<file path="src/rtl/sp_pe_mac_if.sv">
// Bus bundle for the sparse processing element (sp_pe_mac).
//
// Carries four groups of signals:
//   - row header:  mode_i, row_vld_i/row_rdy_o, row_len_i, num_node_i, src_flag_i
//   - nonzeros:    nz_vld_i/nz_rdy_o, col_idx_i, val_i
//   - weight BRAM: wgt_addr_o (read address), wgt_dout_i (lane-packed weight row)
//   - result:      res_vld_o/res_rdy_i, res_o, num_node_o, src_flag_o, ovf_o
// The _i/_o suffixes are taken from the processing element's point of view.
//
// Modports:
//   slave  - the processing element
//   master - the surrounding logic: CSR reader, weight BRAM and WH buffer
interface sp_pe_mac_if #(
    parameter int DATA_WIDTH     = 8,
    parameter int WGT_WIDTH      = 8,
    parameter int ACC_WIDTH      = 12,
    parameter int NUM_LANES      = 16,
    parameter int COL_IDX_WIDTH  = 11,
    parameter int ROW_LEN_WIDTH  = 11,
    parameter int NUM_NODE_WIDTH = 8
);
    logic                            mode_i;
    logic                            row_vld_i;
    logic                            row_rdy_o;
    logic [ROW_LEN_WIDTH-1:0]        row_len_i;
    logic [NUM_NODE_WIDTH-1:0]       num_node_i;
    logic                            src_flag_i;
    logic                            nz_vld_i;
    logic                            nz_rdy_o;
    logic [COL_IDX_WIDTH-1:0]        col_idx_i;
    logic signed [DATA_WIDTH-1:0]    val_i;
    logic [COL_IDX_WIDTH-1:0]        wgt_addr_o;
    logic [NUM_LANES*WGT_WIDTH-1:0]  wgt_dout_i;
    logic                            res_vld_o;
    logic                            res_rdy_i;
    logic [NUM_LANES*ACC_WIDTH-1:0]  res_o;
    logic [NUM_NODE_WIDTH-1:0]       num_node_o;
    logic                            src_flag_o;
    logic                            ovf_o;

    modport slave (
        input  mode_i, row_vld_i, row_len_i, num_node_i, src_flag_i,
        input  nz_vld_i, col_idx_i, val_i, wgt_dout_i, res_rdy_i,
        output row_rdy_o, nz_rdy_o, wgt_addr_o,
        output res_vld_o, res_o, num_node_o, src_flag_o, ovf_o
    );

    modport master (
        output mode_i, row_vld_i, row_len_i, num_node_i, src_flag_i,
        output nz_vld_i, col_idx_i, val_i, wgt_dout_i, res_rdy_i,
        input  row_rdy_o, nz_rdy_o, wgt_addr_o,
        input  res_vld_o, res_o, num_node_o, src_flag_o, ovf_o
    );
endinterface

</file>
<file path="src/rtl/sp_pe_mac.sv">
// Multi-lane sparse processing element: computes one output row of H*W.
//
// A CSR row header is accepted first, then row_len (column, value) nonzeros.
// For each nonzero, the matching weight row is read from the weight BRAM, which
// has a 1-cycle latency. The weight row is added into NUM_LANES signed
// accumulators in one of two ways:
//   - mode 0 (binary H): the weight is added directly.
//   - mode 1:            val * weight is added.
// The finished row is presented on a valid/ready result port together with the
// row metadata.
//
// Ports:
//   clk    - clock
//   rst_n  - asynchronous active-low reset. It drops any partial row.
//   bus    - sp_pe_mac_if.slave, which carries:
//              - row header handshake and metadata
//              - nonzero handshake
//              - weight BRAM address and data
//              - result handshake, with res_o, num_node_o, src_flag_o, ovf_o
module sp_pe_mac #(
    parameter int DATA_WIDTH     = 8,
    parameter int WGT_WIDTH      = 8,
    parameter int ACC_WIDTH      = 12,
    parameter int NUM_LANES      = 16,
    parameter int COL_IDX_WIDTH  = 11,
    parameter int ROW_LEN_WIDTH  = 11,
    parameter int NUM_NODE_WIDTH = 8,
    parameter int SATURATE       = 1
) (
    input  logic        clk,
    input  logic        rst_n,
    sp_pe_mac_if.slave  bus
);
    localparam int PROD_W = DATA_WIDTH + WGT_WIDTH;
    // One guard bit above the wider operand keeps acc + product exact.
    localparam int SUM_W  = ((ACC_WIDTH > PROD_W) ? ACC_WIDTH : PROD_W) + 1;

    typedef enum logic [1:0] {IDLE, ACC, WAIT, OUT} state_t;

    state_t                         state, state_nxt;
    logic                           row_rdy, nz_rdy, res_vld;
    logic                           row_fire, nz_fire, res_fire, last_nz;

    logic [ROW_LEN_WIDTH-1:0]       row_len_q;
    logic [ROW_LEN_WIDTH-1:0]       nz_cnt_q;
    logic                           mode_q;
    logic [NUM_NODE_WIDTH-1:0]      num_node_q;
    logic                           src_flag_q;
    logic [COL_IDX_WIDTH-1:0]       wgt_addr;

    logic signed [DATA_WIDTH-1:0]   val_p1;
    logic                           vld_p1;
    logic signed [PROD_W-1:0]       val_ext_p1;
    logic signed [PROD_W-1:0]       wgt_ext_p1 [NUM_LANES];
    logic signed [PROD_W-1:0]       prod_p1    [NUM_LANES];
    logic signed [SUM_W-1:0]        sum_p1     [NUM_LANES];
    logic signed [ACC_WIDTH-1:0]    nxt_p1     [NUM_LANES];
    logic [NUM_LANES-1:0]           lane_ovf_p1;

    logic signed [ACC_WIDTH-1:0]    acc_p2 [NUM_LANES];
    logic                           ovf_p2;
    logic [NUM_LANES*ACC_WIDTH-1:0] res_flat;

    // Out of range when the bits from the ACC_WIDTH sign bit upward are not all equal.
    function automatic logic sum_ovf(input logic signed [SUM_W-1:0] s);
        logic [SUM_W-ACC_WIDTH:0] top;
        top = s[SUM_W-1:ACC_WIDTH-1];
        return !((&top) || !(|top));
    endfunction

    // Clamp to the nearest bound, or keep the low bits (two's-complement wrap).
    function automatic logic signed [ACC_WIDTH-1:0] sat_sum(input logic signed [SUM_W-1:0] s);
        if (!sum_ovf(s) || (SATURATE == 0))
            return s[ACC_WIDTH-1:0];
        else if (s[SUM_W-1])
            return {1'b1, {(ACC_WIDTH-1){1'b0}}};
        else
            return {1'b0, {(ACC_WIDTH-1){1'b1}}};
    endfunction

    // Control FSM.
    always_ff @(posedge clk or negedge rst_n) begin
        if (!rst_n) state <= IDLE;
        else        state <= state_nxt;
    end

    always_comb begin
        state_nxt = state;
        row_rdy   = 1'b0;
        nz_rdy    = 1'b0;
        res_vld   = 1'b0;
        case (state)
            IDLE: begin
                row_rdy = 1'b1;
                if (bus.row_vld_i)
                    state_nxt = (bus.row_len_i == '0) ? OUT : ACC;
            end
            ACC: begin
                nz_rdy = 1'b1;
                if (bus.nz_vld_i && last_nz)
                    state_nxt = WAIT;
            end
            WAIT: state_nxt = OUT;
            OUT: begin
                res_vld = 1'b1;
                if (bus.res_rdy_i)
                    state_nxt = IDLE;
            end
            default: state_nxt = IDLE;
        endcase
    end

    assign row_fire = row_rdy && bus.row_vld_i;
    assign nz_fire  = nz_rdy && bus.nz_vld_i;
    assign res_fire = res_vld && bus.res_rdy_i;
    assign last_nz  = (nz_cnt_q == (row_len_q - ROW_LEN_WIDTH'(1)));

    // Row header latch and nonzero counter.
    always_ff @(posedge clk or negedge rst_n) begin
        if (!rst_n) begin
            row_len_q  <= '0;
            nz_cnt_q   <= '0;
            mode_q     <= 1'b0;
            num_node_q <= '0;
            src_flag_q <= 1'b0;
        end else if (row_fire) begin
            row_len_q  <= bus.row_len_i;
            nz_cnt_q   <= '0;
            mode_q     <= bus.mode_i;
            num_node_q <= bus.num_node_i;
            src_flag_q <= bus.src_flag_i;
        end else if (nz_fire) begin
            nz_cnt_q   <= nz_cnt_q + ROW_LEN_WIDTH'(1);
        end
    end

    // ---- p0 -> p1: the nonzero value waits one cycle for the BRAM read ----
    assign wgt_addr       = bus.col_idx_i;
    assign bus.wgt_addr_o = wgt_addr;

    always_ff @(posedge clk) begin
        if (nz_fire) val_p1 <= bus.val_i;
    end

    always_ff @(posedge clk or negedge rst_n) begin
        if (!rst_n) vld_p1 <= 1'b0;
        else        vld_p1 <= nz_fire;
    end

    // ---- p1: weight row arrives; form lane products and saturated sums ----
    assign val_ext_p1 = {{WGT_WIDTH{val_p1[DATA_WIDTH-1]}}, val_p1};

    always_comb begin
        lane_ovf_p1 = '0;
        for (int k = 0; k < NUM_LANES; k++) begin
            wgt_ext_p1[k] = {{DATA_WIDTH{bus.wgt_dout_i[k*WGT_WIDTH+WGT_WIDTH-1]}},
                             bus.wgt_dout_i[k*WGT_WIDTH +: WGT_WIDTH]};
            prod_p1[k]    = mode_q ? (val_ext_p1 * wgt_ext_p1[k]) : wgt_ext_p1[k];
            sum_p1[k]     = {{(SUM_W-ACC_WIDTH){acc_p2[k][ACC_WIDTH-1]}}, acc_p2[k]}
                          + {{(SUM_W-PROD_W){prod_p1[k][PROD_W-1]}}, prod_p1[k]};
            nxt_p1[k]      = sat_sum(sum_p1[k]);
            lane_ovf_p1[k] = sum_ovf(sum_p1[k]);
        end
    end

    // ---- p1 -> p2: accumulators and sticky overflow ----
    always_ff @(posedge clk or negedge rst_n) begin
        if (!rst_n) begin
            for (int k = 0; k < NUM_LANES; k++) acc_p2[k] <= '0;
            ovf_p2 <= 1'b0;
        end else if (row_fire) begin
            for (int k = 0; k < NUM_LANES; k++) acc_p2[k] <= '0;
            ovf_p2 <= 1'b0;
        end else if (vld_p1) begin
            for (int k = 0; k < NUM_LANES; k++) acc_p2[k] <= nxt_p1[k];
            ovf_p2 <= ovf_p2 | (|lane_ovf_p1);
        end
    end

    always_comb begin
        res_flat = '0;
        for (int k = 0; k < NUM_LANES; k++)
            res_flat[k*ACC_WIDTH +: ACC_WIDTH] = acc_p2[k];
    end

    assign bus.row_rdy_o  = row_rdy;
    assign bus.nz_rdy_o   = nz_rdy;
    assign bus.res_vld_o  = res_vld;
    assign bus.res_o      = res_flat;
    assign bus.ovf_o      = ovf_p2;
    assign bus.num_node_o = num_node_q;
    assign bus.src_flag_o = src_flag_q;

    // res_fire only matters through state_nxt; kept as a named handshake term.
    logic unused_res_fire;
    assign unused_res_fire = res_fire;
endmodule

</file>
<file path="src/flat_wrapper.sv">
// flat-port wrapper written by rule: the top's interface ports become plain ports
module sp_pe_mac_flat 
#(
    parameter int DATA_WIDTH     = 8,
    parameter int WGT_WIDTH      = 8,
    parameter int ACC_WIDTH      = 12,
    parameter int NUM_LANES      = 16,
    parameter int COL_IDX_WIDTH  = 11,
    parameter int ROW_LEN_WIDTH  = 11,
    parameter int NUM_NODE_WIDTH = 8,
    parameter int SATURATE       = 1
)
  (clk, rst_n, bus_mode_i, bus_row_vld_i, bus_row_len_i, bus_num_node_i, bus_src_flag_i, bus_nz_vld_i, bus_col_idx_i, bus_val_i, bus_wgt_dout_i, bus_res_rdy_i, bus_row_rdy_o, bus_nz_rdy_o, bus_wgt_addr_o, bus_res_vld_o, bus_res_o, bus_num_node_o, bus_src_flag_o, bus_ovf_o);
  sp_pe_mac_if #(.DATA_WIDTH(DATA_WIDTH), .WGT_WIDTH(WGT_WIDTH), .ACC_WIDTH(ACC_WIDTH), .NUM_LANES(NUM_LANES), .COL_IDX_WIDTH(COL_IDX_WIDTH), .ROW_LEN_WIDTH(ROW_LEN_WIDTH), .NUM_NODE_WIDTH(NUM_NODE_WIDTH)) bus_i ();
  input  logic clk;
  input  logic rst_n;
  input wire logic [$bits(bus_i.mode_i)-1:0] bus_mode_i;
  input wire logic [$bits(bus_i.row_vld_i)-1:0] bus_row_vld_i;
  input wire logic [$bits(bus_i.row_len_i)-1:0] bus_row_len_i;
  input wire logic [$bits(bus_i.num_node_i)-1:0] bus_num_node_i;
  input wire logic [$bits(bus_i.src_flag_i)-1:0] bus_src_flag_i;
  input wire logic [$bits(bus_i.nz_vld_i)-1:0] bus_nz_vld_i;
  input wire logic [$bits(bus_i.col_idx_i)-1:0] bus_col_idx_i;
  input wire logic [$bits(bus_i.val_i)-1:0] bus_val_i;
  input wire logic [$bits(bus_i.wgt_dout_i)-1:0] bus_wgt_dout_i;
  input wire logic [$bits(bus_i.res_rdy_i)-1:0] bus_res_rdy_i;
  output wire logic [$bits(bus_i.row_rdy_o)-1:0] bus_row_rdy_o;
  output wire logic [$bits(bus_i.nz_rdy_o)-1:0] bus_nz_rdy_o;
  output wire logic [$bits(bus_i.wgt_addr_o)-1:0] bus_wgt_addr_o;
  output wire logic [$bits(bus_i.res_vld_o)-1:0] bus_res_vld_o;
  output wire logic [$bits(bus_i.res_o)-1:0] bus_res_o;
  output wire logic [$bits(bus_i.num_node_o)-1:0] bus_num_node_o;
  output wire logic [$bits(bus_i.src_flag_o)-1:0] bus_src_flag_o;
  output wire logic [$bits(bus_i.ovf_o)-1:0] bus_ovf_o;
  assign bus_i.mode_i = bus_mode_i;
  assign bus_i.row_vld_i = bus_row_vld_i;
  assign bus_i.row_len_i = bus_row_len_i;
  assign bus_i.num_node_i = bus_num_node_i;
  assign bus_i.src_flag_i = bus_src_flag_i;
  assign bus_i.nz_vld_i = bus_nz_vld_i;
  assign bus_i.col_idx_i = bus_col_idx_i;
  assign bus_i.val_i = bus_val_i;
  assign bus_i.wgt_dout_i = bus_wgt_dout_i;
  assign bus_i.res_rdy_i = bus_res_rdy_i;
  assign bus_row_rdy_o = bus_i.row_rdy_o;
  assign bus_nz_rdy_o = bus_i.nz_rdy_o;
  assign bus_wgt_addr_o = bus_i.wgt_addr_o;
  assign bus_res_vld_o = bus_i.res_vld_o;
  assign bus_res_o = bus_i.res_o;
  assign bus_num_node_o = bus_i.num_node_o;
  assign bus_src_flag_o = bus_i.src_flag_o;
  assign bus_ovf_o = bus_i.ovf_o;
  sp_pe_mac #(.DATA_WIDTH(DATA_WIDTH), .WGT_WIDTH(WGT_WIDTH), .ACC_WIDTH(ACC_WIDTH), .NUM_LANES(NUM_LANES), .COL_IDX_WIDTH(COL_IDX_WIDTH), .ROW_LEN_WIDTH(ROW_LEN_WIDTH), .NUM_NODE_WIDTH(NUM_NODE_WIDTH), .SATURATE(SATURATE)) u_core (.clk(clk), .rst_n(rst_n), .bus(bus_i));
endmodule
</file>
<file path="config.mk">
export PLATFORM = sky130hd
export DESIGN_NAME = sp_pe_mac_flat
export DESIGN_NICKNAME = d
export VERILOG_FILES = /design/src/rtl/sp_pe_mac_if.sv /design/src/rtl/sp_pe_mac.sv /design/src/flat_wrapper.sv
export SDC_FILE = /design/constraint.sdc
export NUM_CORES = 2
export LEC_CHECK = 0
export CORE_MARGIN = 5
export CORE_UTILIZATION = 45
export CTS_CLUSTER_SIZE = 30
export DETAILED_ROUTE_END_ITERATION = 10
export PLACE_DENSITY = 0.6
export SYNTH_ARGS = -nofsm -noshare
export SYNTH_HDL_FRONTEND = slang
export SYNTH_SLANG_ARGS = --single-unit
export TNS_END_PERCENT = 5
</file>
<file path="constraint.sdc">
create_clock -name clk -period 9.1 [get_ports clk]
set_clock_uncertainty 0.15 [all_clocks]
set_input_delay 1.82 -clock clk [delete_from_list [all_inputs] [get_ports clk]]
set_output_delay 1.82 -clock clk [all_outputs]
set_load 0.02 [all_outputs]
</file>
After elaboration in Yosys (flattened, before gate mapping)
Index checks and enable logic that the tools add are counted.

Add/subtract/negate cells: 18. Multiply operators: 16. Div/mod/pow operators: 0. Order comparisons: 0. Equal/unequal tests: 7. Shift-type cells: 0. Muxes and demuxes: 62. Bitwise gates (word level): 1. Reductions and logical operators: 89.

Operators by type and width (number): 12-bit two-way mux (32); 192-bit two-way mux (2); 12-bit by 16-bit adder with 17-bit output (16); 8-bit by 8-bit multiplier with 16-bit output (16); 16-bit two-way mux (16); 6-bit AND reduction (16); 6-bit OR reduction (16); 1-bit zero test (32); 11-bit two-way mux (2); 1-bit logical OR (16); 16-bit OR reduction (1); 11-bit by 1-bit adder with 11-bit output (second input constant) (1); 11-bit == test (1); 11-bit zero test (1); 11-bit by 1-bit subtractor with 11-bit output (second input constant) (1); 2-bit two-way mux (4); 2-bit case mux with 4 select lines (1); 1-bit two-way mux (5); 2-bit == test (second input constant) (2); 2-bit inequality test (second input constant) (2); 2-bit nonzero test (2); 1-bit logical AND (3); 3-bit AND reduction (1); 2-bit by 1-bit == test with 1-bit output (second input constant) (1); 3 further kinds (3).

Register bits after elaboration: 236. Bits in latches: 0. Bits in writable memories: 0. ROM bits: 0. Word-level logic and storage cells: 218. Memories kept: 0.

Logic depth before layout (Yosys ltp)
Depth after elaboration: 11. Depth in mapped cells: 36. Gate-level depth less buffers: 33.

Worst setup path after synthesis
OpenSTA, ideal clock, no wires.

Kind: input port to flip-flop. Start point: input bus_wgt_dout_i[51]. End point: register u_core.ovf_p2 (netlist: u_core.bus.ovf_o). Data arrival time: 8.247 ns. Required time: 8.818 ns. Path slack: 0.571 ns. Stages: 33. Cell sequence: clkbuf_1 -> and2_1 -> fa_1 -> inv_1 -> fa_1 -> inv_1 -> fa_1 -> inv_1 -> fa_1 -> inv_1 -> ha_1 -> a21oi_1 -> o21bai_1 -> a21oi_1 -> o21bai_1 -> a21oi_1 -> o21bai_1 -> a21oi_1 -> xor2_1 -> o21ai_0 -> ha_1 -> clkbuf_1 -> a21o_1 -> a31o_2 -> or2_2 -> a21oi_1 -> mux2i_1 -> nor4bb_1 -> nor2_1 -> a2111oi_2 -> and4b_1 -> and4bb_1 -> a31oi_1.

Word-level cells in the longest chain between the ends: 11.

RTL lines: from (decl) (line flat_wrapper.sv:25) `input wire logic [$bits(bus_i.wgt_dout_i)-1:0] bus_wgt_dout_i;`; 8-bit by 8-bit multiplier with 16-bit output (line sp_pe_mac.sv:158) `prod_p1[k] = mode_q ? (val_ext_p1 * wgt_ext_p1[k]) : wgt_ext_p1[k];`; 16-bit two-way mux * (line sp_pe_mac.sv:158); 12-bit by 16-bit adder with 17-bit output * (line sp_pe_mac.sv:160) `+ {{(SUM_W-PROD_W){prod_p1[k][PROD_W-1]}}, prod_p1[k]};`; 6-bit OR reduction (line sp_pe_mac.sv:68) `return !((&top) || !(|top));`; 1-bit zero test (line sp_pe_mac.sv:68); 1-bit logical OR * (line sp_pe_mac.sv:68); 1-bit zero test *; 16-bit OR reduction * (line sp_pe_mac.sv:176) `ovf_p2 <= ovf_p2 | (|lane_ovf_p1);`; 1-bit OR * (line sp_pe_mac.sv:176); 1-bit two-way mux * (line sp_pe_mac.sv:174) `end else if (vld_p1) begin`; 1-bit two-way mux * (line sp_pe_mac.sv:171) `end else if (row_fire) begin`; to (signal assigned) (line sp_pe_mac.sv:176); to (decl) (line sp_pe_mac.sv:61) `logic ovf_p2;`.

Mark *: on every way between the ends. The rest lies on a longest branch, timed or not. The select of a mux whose other input is x is not followed. A chain may end at the register's enable or synchronous reset.

Final worst setup path
Start point: input bus_wgt_dout_i[25]. End point: register u_core.ovf_p2 (netlist: u_core.bus.ovf_o).

The elaborated chain is that of the path after synthesis.

==> key figures <==
Floorplan
  – Placement row count: 138
  – Placeable Area: 141,800 um^2
  – Die area: 150,500 um^2
  – Starting density of the core: 0.4535
  – # IOs: 389
  – Die width: 388.0 um
  – Die Y: 388.0 um

Flow run
  – Max-Cap Viols: 0

Clock tree
  – Clk pin slew, worst setup/hold paths: 60 ps
  – Total CTS buffers: 37
  – Root Driver: clkbuf_16
  – Clock sink total: 236
  – Clk_lat worst skew: 620 ps
  – Clk buf depth: 3
  – H-tree levels: 2
  – CTS tree: yes

Worst hold path
  – Hold depth: 2
  – Hold crit path type: register to register

Critical path
  – Critical path arrival: 9000 ps
  – Reg2reg path depth: 31
  – Top delay family on crit path: adder cells
  – CP max FO: 3
  – Critical path data required time: 9450 ps
  – FF-to-FF setup slack: 1030 ps
  – Worst path bufs/invs: 6
  – Setup crit start kind: input port
  – Setup crit end kind: register
  – CP max stage cell: or4b_4
  – Critical path class: input port to register
  – Worst path depth: 31
  – Slowest cell delay on critical path: 620 ps
  – Top cell by count, worst path: inv_1

Place
  – Dpl ws: -216.9 ps
  – Port buffer count: 366
  – DPL Wire Length: 138,800 um
  – GP Congestion: 0.9073

Routing
  – Residual DRC: 0
  – Routed Antenna Nets: 0
  – Total number of vias: 52.06k
  – Pre-antenna DRT Iters: 5
  – DR vias/cell: 5.171
  – Drt total wl: 172,600 um
  – Initial DRC Count: 2,319
  – Avg WL per Cell: 17.14 um

Synthesis
  – Synth area leader: fa_1
  – #FFs+latches synth: 236
  – Cells after synthesis: 7,613
  – Seq/Total Area, Yosys: 0.09248
  – Syn Nets: 9,425
  – Yosys cell types: 105
  – Syn Area/Cell: 8.445 um^2
  – Synth Flop Type: dfrtp_1
  – Post-synth ARST share: 0.9661
  – Cell Area, Synth: 64,290 um^2
  – Area contributors post-synth: fa_1 (28%), ha_1 (14%), inv_1 (9.1%)
  – Synth Warn #: 0
  – Number of flops mapped to enable cells by yosys: 8
  – Top cell type's share of synthesized area: 0.2790

Global route
  – Antenna violations before repair: 18
  – Number of global-route vias before repair: 54.27k
  – GRT overflow: 0
  – Gr usage total: 0.2318
  – Pin count of the biggest net entering global routing: 119
  – First-pass GRT wire length: 287,200 um

Timing
  – Final hold vios: 0
  – Final Critical Period: 8651 ps
  – Worst-Margin Slew: 1148 ps
  – Final slew viol count: 0
  – Final Cycle Share: 0.9507
  – Fmax: 115.6 MHz
  – Final worst setup slack: 449.1 ps
  – RSZ-0062 raised after global routing: false
  – Hold Slack: 326.6 ps
  – # setup viols final: 0
  – Slew margin rel.: 0.2348

Layout
  – Share of cells above drive strength 1: 0.07099
  – Nets: 9,956
  – Filler instances: 13.50k
  – Area added between synthesis and finish: 14.58%
  – Most frequent cells in the layout: inv_1 (1,557), fa_1 (896), ha_1 (743)
  – Most common cell after layout, fill and taps aside: inv_1

Status
  – Outcome: completed
[registers in the layout (all words and copies together) (netlist names)]
name,cells
u_core.bus.num_node_o,8
u_core.bus.ovf_o,1
u_core.bus.res_o,192
u_core.bus.src_flag_o,1
u_core.mode_q,1
u_core.nz_cnt_q,11
u_core.row_len_q,11
u_core.state,2
u_core.val_p1,8
u_core.vld_p1,1
[final timing paths]
| path | from | endpoint |
|---|---|---|
| min reg2reg | u_core.bus.src_flag_o | u_core.bus.src_flag_o |
| max reg2reg | u_core.val_p1[7] | u_core.bus.ovf_o |
| max | bus_wgt_dout_i[25] | u_core.bus.ovf_o |
| min | u_core.bus.src_flag_o | u_core.bus.src_flag_o |
| max in group asynchronous | rst_n | u_core.bus.res_o[110] |
| min in group asynchronous | rst_n | u_core.bus.res_o[141] |
[cells by family (layout without fill, tap and decap cells)]
kind of cell / Yosys count / count (layout) / synth area share
and+or+nand+nor: 2017 / 2017 / 0.1648
buffers and inverters: 1803 / 2360 / 0.1063
muxes: 106 / 106 / 0.01818
other: 0 / 7 / 0
AOI/OAI and AO/OA: 1363 / 1363 / 0.1333
xor gates and xnor gates: 449 / 449 / 0.06129
adders and majority gates: 1639 / 1639 / 0.4236
DFF: 236 / 236 / 0.09248
[cell usage after synthesis, types with 22 or more instances]
library cell and n:
a2111oi_0 22, a211oi_1 39, a21o_1 98, a21oi_1 345, a22o_1 27, a31oi_1 45
and2_1 711, and3_1 28, clkbuf_1 206, dfrtp_1 228, fa_1 896, ha_1 743
inv_1 1558, mux2_2 86, nand2_1 528, nand2b_1 58, nand3_1 55, nor2_1 269
nor2b_1 133, nor3_1 92, o211ai_1 27, o21a_1 47, o21ai_0 424, o21bai_1 121
or3_1 32, xnor2_1 325, xor2_1 123
[metal layers]
layer  GRT usage  wire length, um  vias to the layer above
li1            -                -                    25290
met1      0.3183            80950                    25670
met2      0.3860            79020                      881
met3     0.03885             8540                      206
met4     0.05066             3986                       14
met5           0               81                        -
[stage by stage]
step	setup TNS [ps]	util	instances	cell area (um^2)
CTS	0	0.5194	10060	73630
global placement	-90.11	0.5107	9995	72400
detailed placement	-1695	0.5107	9995	72400
floorplan	0	-	7613	64290
finish	0	0.5197	10070	73670
global route	0	0.5196	10060	73650
[layout make-up]
class / count / area [um^2] / share of cell area
Timing Repair Buffer: 737 / 6696 / 0.09090
Inverter: 1558 / 5853 / 0.07946
Multi-Input combinational cell: 5574 / 51550 / 0.6998
Clock buffer: 55 / 1095 / 0.01486
Sequential cell: 236 / 5953 / 0.08081
Antenna cell: 7 / 17.52 / 0.0002378
Clock inverter: 10 / 137.6 / 0.001868
Tap cell: 1890 / 2365 / 0.03210
[worst min-delay path, cell delays in order (launching register included)]
cell and delay, ps:
dfrtp_1 340, nand2_1 50, nand2_1 50
[timing repair]
item	4_1_cts	5_1_grt
endpoints found under the hold margin	0	0
resized for setup	0	6
hold buffers	0	0
endpoints found under the setup margin	0	6
buffers inserted	0	0
Power is left out: the tool's default activity adds up to more than one toggle a clock period on the data nets, which glitch-free logic cannot reach.
